## config.mk

```make
export PLATFORM = sky130hd
export DESIGN_NAME = reg_file
export DESIGN_NICKNAME = d
export VERILOG_FILES = /design/src/rtl/reg_file_pkg.sv /design/src/rtl/reg_file_cell.sv /design/src/rtl/reg_file.sv
export SDC_FILE = /design/constraint.sdc
export NUM_CORES = 1
export LEC_CHECK = 0
export ABC_AREA = 1
export CORE_MARGIN = 3
export CORE_UTILIZATION = 40
export DETAILED_ROUTE_END_ITERATION = 16
export SETUP_SLACK_MARGIN = 0.15
export SYNTH_ARGS = -nofsm -noshare
export SYNTH_HDL_FRONTEND = slang
export SYNTH_SLANG_ARGS = --single-unit
export TNS_END_PERCENT = 5
```

## constraint.sdc

```tcl
create_clock -name clock -period 2 [get_ports clock]
set_input_delay 0.4 -clock clock [delete_from_list [all_inputs] [get_ports clock]]
set_output_delay 0.4 -clock clock [all_outputs]
set_load 0.005 [all_outputs]
```

## src/rtl/reg_file_pkg.sv

```systemverilog
// Shared definitions for the datapath register file: default geometry,
// the hardwired-zero address and the default data word type.
package reg_file_pkg;

  localparam int DEFAULT_WIDTH = 16;
  localparam int DEFAULT_DEPTH = 16;
  localparam int ZERO_ADDR     = 0;

  typedef logic [DEFAULT_WIDTH-1:0] word_t;

endpackage

```

## src/rtl/reg_file_cell.sv

```systemverilog
// One register-file entry: WIDTH-bit data register plus a "written since
// reset" flag, synchronous active-low reset taking priority over write.
module reg_file_cell
  import reg_file_pkg::*;
#(
  parameter int WIDTH = DEFAULT_WIDTH
) (
  input  logic             clock,
  input  logic             reset,
  input  logic             write,
  input  logic [WIDTH-1:0] wdata,
  output logic [WIDTH-1:0] data,
  output logic             written
);

  always_ff @(posedge clock) begin
    if (!reset) begin
      data    <= '0;
      written <= 1'b0;
    end else if (write) begin
      data    <= wdata;
      written <= 1'b1;
    end
  end

endmodule

```

## src/rtl/reg_file.sv

```systemverilog
// DEPTH x WIDTH register file, one write port, two combinational read ports.
// Define REG_FILE_BYPASS_EN to forward same-cycle write data to matching reads.
module reg_file
  import reg_file_pkg::*;
#(
  parameter int WIDTH    = DEFAULT_WIDTH,
  parameter int DEPTH    = DEFAULT_DEPTH,
  parameter int ADDR_W   = $clog2(DEPTH),
  parameter int ZERO_REG = 1
) (
  input  logic              clock,
  input  logic              reset,
  input  logic              write,
  input  logic [ADDR_W-1:0] waddr,
  input  logic [WIDTH-1:0]  wdata,
  input  logic [ADDR_W-1:0] raddr_a,
  input  logic [ADDR_W-1:0] raddr_b,
  output logic [WIDTH-1:0]  rdata_a,
  output logic [WIDTH-1:0]  rdata_b,
  output logic              valid_a,
  output logic              valid_b
);

  // One extra bit so DEPTH itself is representable for the range check.
  localparam logic [ADDR_W:0] DEPTH_W = (ADDR_W+1)'(DEPTH);

  logic [WIDTH-1:0] entry [DEPTH];
  logic [DEPTH-1:0] flag;

  for (genvar i = 0; i < DEPTH; i++) begin : g_entry
    if (ZERO_REG != 0 && i == ZERO_ADDR) begin : g_zero
      assign entry[i] = '0;
      assign flag[i]  = 1'b0;
    end else begin : g_cell
      reg_file_cell #(
        .WIDTH(WIDTH)
      ) u_cell (
        .clock  (clock),
        .reset  (reset),
        .write  (write && (waddr == ADDR_W'(i))),
        .wdata  (wdata),
        .data   (entry[i]),
        .written(flag[i])
      );
    end
  end

  for (genvar p = 0; p < 2; p++) begin : g_read
    logic [ADDR_W-1:0] addr;
    logic [WIDTH-1:0]  data;
    logic              valid;

    assign addr = (p == 0) ? raddr_a : raddr_b;

    // Zero-register and out-of-range rules are resolved before any forwarding.
    always_comb begin
      data  = '0;
      valid = 1'b0;
      if (ZERO_REG != 0 && addr == ADDR_W'(ZERO_ADDR)) begin
        valid = 1'b1;
      end else if ({1'b0, addr} < DEPTH_W) begin
        data  = entry[addr];
        valid = flag[addr];
`ifdef REG_FILE_BYPASS_EN
        if (write && reset && (waddr == addr)) begin
          data  = wdata;
          valid = 1'b1;
        end
`endif
      end
    end
  end

  assign rdata_a = g_read[0].data;
  assign valid_a = g_read[0].valid;
  assign rdata_b = g_read[1].data;
  assign valid_b = g_read[1].valid;

endmodule

```

# After elaboration in Yosys (flattened, before gate mapping)
# Cells that the tools add are included.
# word_totals
ff_bits	255
latchBits	0
mem_bits_rw	0
mem_bits_ro	0
inputBits	31
out_inout_bits	34
wordCells	82
n_memories	0
# op_classes
addsub	0
multipliers	0
div	0
n_lt_le_gt_ge	4
eq_ne	15
n_shift	0
mux	14
n_bitwise	2
reduce_logical	17
# ops
op	count
$bmux 16 s4	2
$mux 16	6
$eq 4x4->1 const B	8
$eq 4x3->1 const B	4
$logic_and 1x1->1	15
$ge 5x5->1 const B	2
$lt 4x5->1 const B	2
$not 4->5	2
$bmux 1 s4	2
$eq 4x2->1 const B	2
$logic_not 4->1	2
$eq 4x1->1 const B	1
$mux 1	4

# Longest topological paths before layout
# Gate-level depths: netlist of the first run.
# depth
depth_word	5
mapped_depth	11

# By module
# Synthesis of the first run repeated with hierarchy kept, for this count alone.
# hier_totals
cells_unflattened	2853
hier_area_um2	16321.9
# modules_own_cells
module	instances	cells_each	area_per_inst_um2
reg_file_cell	15	104	721.9
reg_file	1	1293	5492.8

# Least setup slack after synthesis of the first run
# No wires, ideal clock.
# synth_path
path_kind	input to output
startpoint	input port raddr_b[0]
endpoint	output port rdata_b[11]
arrival_time_ps	1309
setup_slack_ps	291
stages	7
path_buffers	3
cell_sequence	buf_2 -> buf_2 -> clkbuf_1 -> o211ai_1 -> nand3_1 -> nand3_1 -> nand2_1
# synth_between
elab_chain_cells	5
elab_cells_between_ends	6
# synth_lines
item	line_no	text
start, declared	reg_file.sv:17	input logic [ADDR_W-1:0] raddr_b,
$not 4->5 (not written as such)	reg_file.sv:62	data = entry[addr];
$bmux 16 s4	reg_file.sv:62	
$mux 16 (not written as such) (2 in a row)	reg_file.sv:62	
$mux 16 (*)	reg_file.sv:59	if (ZERO_REG != 0 && addr == ADDR_W'(ZERO_ADDR)) begin
end, declared	reg_file.sv:19	output logic [WIDTH-1:0] rdata_b,
# Mark *: on every way between the ends. The rest lies on a longest branch, timed or not. The select of a mux whose other input is x is not followed.

# Worst setup path after layout of the first run
# layout_path
startpoint	register g_entry[6].g_cell.u_cell.data[6]
endpoint	output port rdata_a[6]
# layout_between
elab_chain_cells	4
# layout_lines
item	line_no	text
start, declared	reg_file_cell.sv:12	output logic [WIDTH-1:0] data,
start signal, assigned	reg_file_cell.sv:21	data <= wdata;
$bmux 16 s4	reg_file.sv:62	
$mux 16 (not written as such) (2 in a row)	reg_file.sv:62	
$mux 16	reg_file.sv:59	
end, declared	reg_file.sv:18	output logic [WIDTH-1:0] rdata_a,
# Every way passes these cells. The select of a mux whose other input is x is not followed.

==> flow_summary.ini, run 1 <==
[run_status]
outcome = finished with violations
violations = negative setup slack

[route]
ant_nets = 0
firstDrtPassIters = 5
vias = 15810
routed_wl_um = 55430
viasPerCell = 5.455
drt_iter0_drc = 1566
drc = 0
routedWlPerCell_um = 19.13

[cts]
numCtsBuffers = 30
cts_max_level = 1
cts_tree = built
clock_path_buffers = 3
hold_buffers = 0
clk-insertion-delay-late_ns = 0.57
cts.clk_slew.worst_paths_ns = 0.06
root_buffer = clkbuf_16
clock-sinks = 255

[final_layout]
fin_util_pct = 52.51
layout-drive-gt1-share_pct = 24.04
final_nets = 2451
area_delta_synth_final_pct = 28.27
num-fill-cells = 3402
final_area_um2 = 18320

[setup_path]
cp_data_arrival_time_ns = 1.60
critPathBufInv = 3
reg2reg_depth = 2
r2r_slack_ns = 1.30
reg2reg_from = g_entry[1].g_cell.u_cell.data[8]$_SDFFE_PN0P_
cp_cell_sequence = inv_2 -> nand2_1 -> nand3_2 -> nand2_2 -> nand2_1 -> nand2_1 -> inv_1 -> nand2_2 -> buf_2
crit_path_end_kind = output port
r2r-end = g_entry[1].g_cell.u_cell.data[8]$_SDFFE_PN0P_
crit_family = simple AND/OR/NAND/NOR gates
cpPeakStageDelay_ns = 0.34
critPathKind = flip-flop to output port
cp_common_cell = nand2_1
crit_required_ns = 1.60
start_kind = flip-flop
slowest_stage = dfxtp_2
worstPathMaxFanout = 2

[timing]
max_freq_mhz = 499.9
worst_hold_slack_ns = 0.1655
fin_ws_ns = -0.0004465
relSlewSlack_pct = 57.02
period_needed_ns = 2.000
max_slew.worst_pin.slew_ns = 0.6426
tns_ns = -0.0004465
finalSetupViolCount = 1
clock_skew_ns = 0
hold_viol = 0
fin_crit_sh_pct = 100.0
timing.final.max_slew_violations = 0
rsz0062_at_grt = yes

[min_path]
hp-start = reset
whs_path_depth = 3
min_to = g_entry[7].g_cell.u_cell.data[6]$_SDFFE_PN0P_
hold_path_class = input pin to flip-flop

[pwr]
ir_drop_mv = 0.7717
power-per-cell-area_nw_per_um2 = 714.8
total_power_mw = 13.09
p_int_mw = 9.376
pwr-share-seq_pct = 40.1
comb_power_share_pct = 17.7
clock_power_share_pct = 42.2
p_leak_nw = 8.489
p_sw_share_pct = 28.38
p_sw_mw = 3.716

[synth]
ys_ff_latch = 255
syn-num-nets = 2389
synth_compound_area_share_pct = 16.42
synth-simple-area-share_pct = 34.36
synthAdderAreaFrac_pct = 0
syn_area_um2 = 14280
synthCells = 2358
yosys.area_share.xor_xnor_pct = 0
synth_top_family_by_area = simple AND/OR/NAND/NOR gates
syn_avg_cell_area_um2 = 6.056
synth_warnings = 0
seq_area_frac_synth_pct = 35.75
synth.area.mux_share_pct = 0
synth_cell_types = 20

[global_route]
grt_antenna_before_repair = 1
grt_pass1_vias = 14610
grt_start_max_net_pins = 101
gr-usage-all-layers_pct = 27.96
grt_pass1_wl_um = 85080
overflow = 0

[placement]
placed_area_um2 = 16130
io_buffers = 64
globalplace.congestion = 0.9134
dp.final_hpwl_um = 34150

[floorplan]
initial_utilization_pct = 40.94
core_area_um2 = 34880
die_w_um = 194.9
num_rows = 68
die_area_um2 = 38000
die_y_um = 194.9
num_io_pins = 65

[flow_run]
cap_violations = 0
## cells by family after synthesis
| logic type | count (synthesis) |
|---|---|
| buffers and inverters | 477 |
| flip-flops | 255 |
| AO/OA/AOI/OAI | 451 |
| AND/OR/NAND/NOR | 1175 |
## Yosys cell counts, drive strengths merged
master | count | area share [%]
a21oi | 175 | 6.1
nor2 | 179 | 5.1
clkbuf | 94 | 2.5
dfxtp | 255 | 36
inv | 294 | 7.7
buf | 89 | 3.3
nand3 | 344 | 12
o21ai | 241 | 8.4
nand2 | 652 | 17
o211ai | 35 | 1.8
## through the flow
step	worst slack, ns	instances
floorplan	0.2906	2358
global placement	-0.7108	2817
detailed placement	-0.7103	2817
CTS	0.03859	2895
global route	-0.05357	2898
finish	-0.0004465	2898
## metal layers
metal	share of wire, %	global-route usage (%)
met2	44	42.89
met4	2.9	8.080
met3	10	5.166
met5	0	0
met1	43	40.17
## worst max-delay path by stage
stage | from | endpoint | slack (ns) | cells past startpoint
detailed placement | raddr_b[2] | valid_b | -0.71 | 11
CTS | g_entry[6].g_cell.u_cell.data[6]$_SDFFE_PN0P_ | rdata_a[6] | 0.04 | 9
floorplan | raddr_b[0] | rdata_b[11] | 0.29 | 7
global route | g_entry[6].g_cell.u_cell.data[6]$_SDFFE_PN0P_ | rdata_a[6] | -0.05 | 9
global placement | raddr_b[2] | valid_b | -0.71 | 11
finish | g_entry[6].g_cell.u_cell.data[6]$_SDFFE_PN0P_ | rdata_a[6] | -0.0004 | 9
## flip-flops by register name, indices dropped and copies added, names as in the netlist
signal                         flops
g_entry.g_cell.u_cell.data       240
g_entry.g_cell.u_cell.written     15
## cells in the final DEF, fill, tap and decap left out
cell / n
a21oi_1: 174
a21oi_2: 1
buf_12: 47
buf_16: 8
buf_2: 31
buf_4: 78
buf_6: 14
buf_8: 8
bufbuf_16: 2
clkbuf_1: 8
clkbuf_16: 32
clkbuf_8: 13
clkdlybuf4s15_2: 2
clkdlybuf4s50_1: 21
clkinv_2: 1
clkinv_4: 2
clkinvlp_4: 1
dfxtp_1: 191
dfxtp_2: 64
diode_2: 1
dlygate4sd2_1: 1
inv_1: 200
inv_2: 90
inv_4: 1
inv_6: 1
nand2_1: 541
nand2_2: 99
nand2_4: 12
nand3_1: 275
nand3_2: 69
nor2_1: 168
nor2_2: 5
nor2_4: 6
o211ai_1: 35
o21ai_0: 237
o21ai_1: 4
## cell type report
type                            instances  area [µm²]  share of cell area (%)
Sequential cell                       255        5185                   28.31
Clock inverter                          2       12.51                 0.06831
Tap cell                              455       569.3                   3.108
Timing Repair Buffer                  213        2511                   13.71
Inverter                              294        1121                   6.121
Antenna cell                            1       2.502                 0.01366
Clock buffer                           52       984.7                   5.376
Multi-Input combinational cell       1626        7930                   43.30
## power by group through the flow
stage               clock [mW]  combinational (mW)  sequential [mW]
global route              5.79                2.50             5.25
global placement             0                2.02             5.34
floorplan                    0                1.12             5.33
detailed placement           0                2.03             5.34
CTS                       5.57                2.16             5.24
finish                    5.53                2.32             5.25
## worst register-to-register path, stage by stage (launching register included)
cell and delay [ns]:
dfxtp_1 0.32, o21ai_0 0.21, nor2_1 0.06
## what timing repair did
action | in CTS | in global routing
pin swaps | 101 | 84
gates cloned | 9 | 1
setup buffers | 15 | 1
gates resized for setup | 351 | 187
setup endpoints to repair | 34 | 34
No activity file was read; power rests on OpenSTA's default activity.
==> inputs of run 2 (changes only) <==
RECOVER_POWER = 25   (was default)
==> run 2 against run 1 <==
Compared with the run above:
- highest routed layer unchanged
- utilization shrank 0.43 points
- count of clock-buffer cells in the layout is the same
- critical path type unchanged
- the run now ends clean
- via count grew 0.46%
- sequential share of layout area grew 0.23 points
- combinational power is essentially flat
- cell count is the same
- largest power group unchanged
==> flow_summary.ini, run 2 (synthesis gave the netlist of run 1 again) <==
[cts]
clk-insertion-delay-late_ns = 0.56
cts.clk_slew.worst_paths_ns = 0.06
root_buffer = clkbuf_16
numCtsBuffers = 30
cts_max_level = 1
clock_path_buffers = 3
cts_tree = built
hold_buffers = 0
clock-sinks = 255

[timing]
hold_viol = 0
fin_ws_ns = 0.006040
max_freq_mhz = 501.5
max_slew.worst_pin.slew_ns = 1.000
finalSetupViolCount = 0
period_needed_ns = 1.994
rsz0062_at_grt = yes
fin_crit_sh_pct = 99.70
timing.final.max_slew_violations = 0
relSlewSlack_pct = 33.24
tns_ns = 0
clock_skew_ns = 0

[global_route]
grt_antenna_before_repair = 1
grt_pass1_wl_um = 85080
grt_pass1_vias = 14610
overflow = 0
grt_start_max_net_pins = 101
gr-usage-all-layers_pct = 27.96

[route]
drc = 0
firstDrtPassIters = 6
viasPerCell = 5.480
ant_nets = 0
drt_iter0_drc = 1608
routed_wl_um = 55470
vias = 15880
routedWlPerCell_um = 19.14

[pwr]
pwr-share-seq_pct = 40.1
clock_power_share_pct = 42.2
p_int_mw = 9.365
p_sw_share_pct = 28.33
p_sw_mw = 3.702
p_leak_nw = 8.415
power-per-cell-area_nw_per_um2 = 719.3
ir_drop_mv = 0.7583
comb_power_share_pct = 17.6

[setup_path]
crit_path_end_kind = output port
cp_data_arrival_time_ns = 1.59
crit_required_ns = 1.60
worstPathMaxFanout = 3
start_kind = flip-flop
critPathKind = flip-flop to output port

[final_layout]
reg_top3 = g_entry.g_cell.u_cell.data: 240 flops, g_entry.g_cell.u_cell.written: 15 flops
final_nets = 2451
largest_reg_flops = 240
layout-drive-gt1-share_pct = 23.79
area_delta_synth_final_pct = 27.22
mostFrequentLayoutCell = nand2_1
max_flop_register = g_entry.g_cell.u_cell.data
final_cell_mix = 541 x nand2_1, 276 x nand3_1, 237 x o21ai_0

[floorplan]
die_area_um2 = 38000
initial_utilization_pct = 40.94
num_io_pins = 65
die_w_um = 194.9
die_y_um = 194.9
num_rows = 68
core_area_um2 = 34880

[placement]
globalplace.congestion = 0.9134
dp.final_hpwl_um = 34150
dpl_worst_slack_ns = -0.7103
io_buffers = 64

[run_status]
outcome = complete, no violations

[flow_run]
cap_violations = 0

[min_path]
hold_path_class = input pin to flip-flop
## run 2: cell count changes in the layout (fill, tap and decap cells not counted), moves of 3 or more
cell and delta:
clkbuf_2 +4, inv_1 +3, inv_2 -3, buf_12 -9
clkbuf_4 +4
## run 2: through the flow
| step | util, % | cell area (µm²) | power [mW] | hold WS, ns | std cells |
|---|---|---|---|---|---|
| after floorplan | - | 14280 | 6.459 | 0.4370 | 2358 |
| after global placement | 46.24 | 16130 | 7.360 | 0.4463 | 2817 |
| after detailed placement | 46.24 | 16130 | 7.371 | 0.4496 | 2817 |
| after CTS | 51.06 | 17810 | 12.98 | 0.1562 | 2895 |
| after global routing | 52.08 | 18170 | 13.53 | 0.1671 | 2898 |
| final | 52.08 | 18170 | 13.07 | 0.1679 | 2898 |
## run 2: routing by layer
| layer | wire length, µm | GRT usage (%) |
|---|---|---|
| met1 | 24070 | 40.17 |
| met2 | 24280 | 42.89 |
| met3 | 5598 | 5.166 |
| met4 | 1520 | 8.080 |
| met5 | 0 | 0 |
## run 2: power groups by stage
stage / Sequential (mW) / Combinational, mW / Clock, mW
global route: 5.25 / 2.49 / 5.79
CTS: 5.24 / 2.16 / 5.57
floorplan: 5.33 / 1.12 / 0
detailed placement: 5.34 / 2.03 / 0
finish: 5.25 / 2.31 / 5.52
global placement: 5.34 / 2.02 / 0
## run 2: final timing paths
path | startpoint | endpoint | slack, ns | depth (start not counted)
setup reg to reg | g_entry[1].g_cell.u_cell.data[9]$_SDFFE_PN0P_ | g_entry[1].g_cell.u_cell.data[9]$_SDFFE_PN0P_ | 1.31 | 2
hold / removal | reset | g_entry[4].g_cell.u_cell.data[6]$_SDFFE_PN0P_ | 0.17 | 3
hold reg to reg | g_entry[4].g_cell.u_cell.data[14]$_SDFFE_PN0P_ | g_entry[4].g_cell.u_cell.data[14]$_SDFFE_PN0P_ | 0.45 | 2
setup / recovery | g_entry[3].g_cell.u_cell.data[3]$_SDFFE_PN0P_ | rdata_a[3] | 0.006 | 9
## run 2: layout make-up
class	count	area [µm²]
fill	3421	16720
multi-input combinational	1626	7913
sequential	255	5185
timing repair buffer	213	2380
inverter	294	1121
clock buffer	52	984.7
tap	455	569.3
clock inverter	2	12.51
antenna	1	2.502
## run 2: worst max-delay path: stages (launching register included)
cell and delay, ns:
dfxtp_1 0.29, inv_1 0.08, nand2_1 0.07, nand3_1 0.08, nand2_1 0.05, nand2_1 0.12
nand2_1 0.09, inv_1 0.06, nand2_1 0.06, buf_2 0.13
## run 2: repair_timing
action / in CTS / in global routing
hold endpoints to repair: 0 / 0
pin swaps: 101 / 84
endpoints found under the setup margin: 34 / 34
setup buffers: 15 / 1
gates cloned: 9 / 1
resized for setup: 351 / 187
==> inputs of run 3 (changes only) <==
SLEW_MARGIN = 5   (was default)
==> results of run 3 <==
Same layout as run 2: the final DEF is identical, and so are final timing and power.
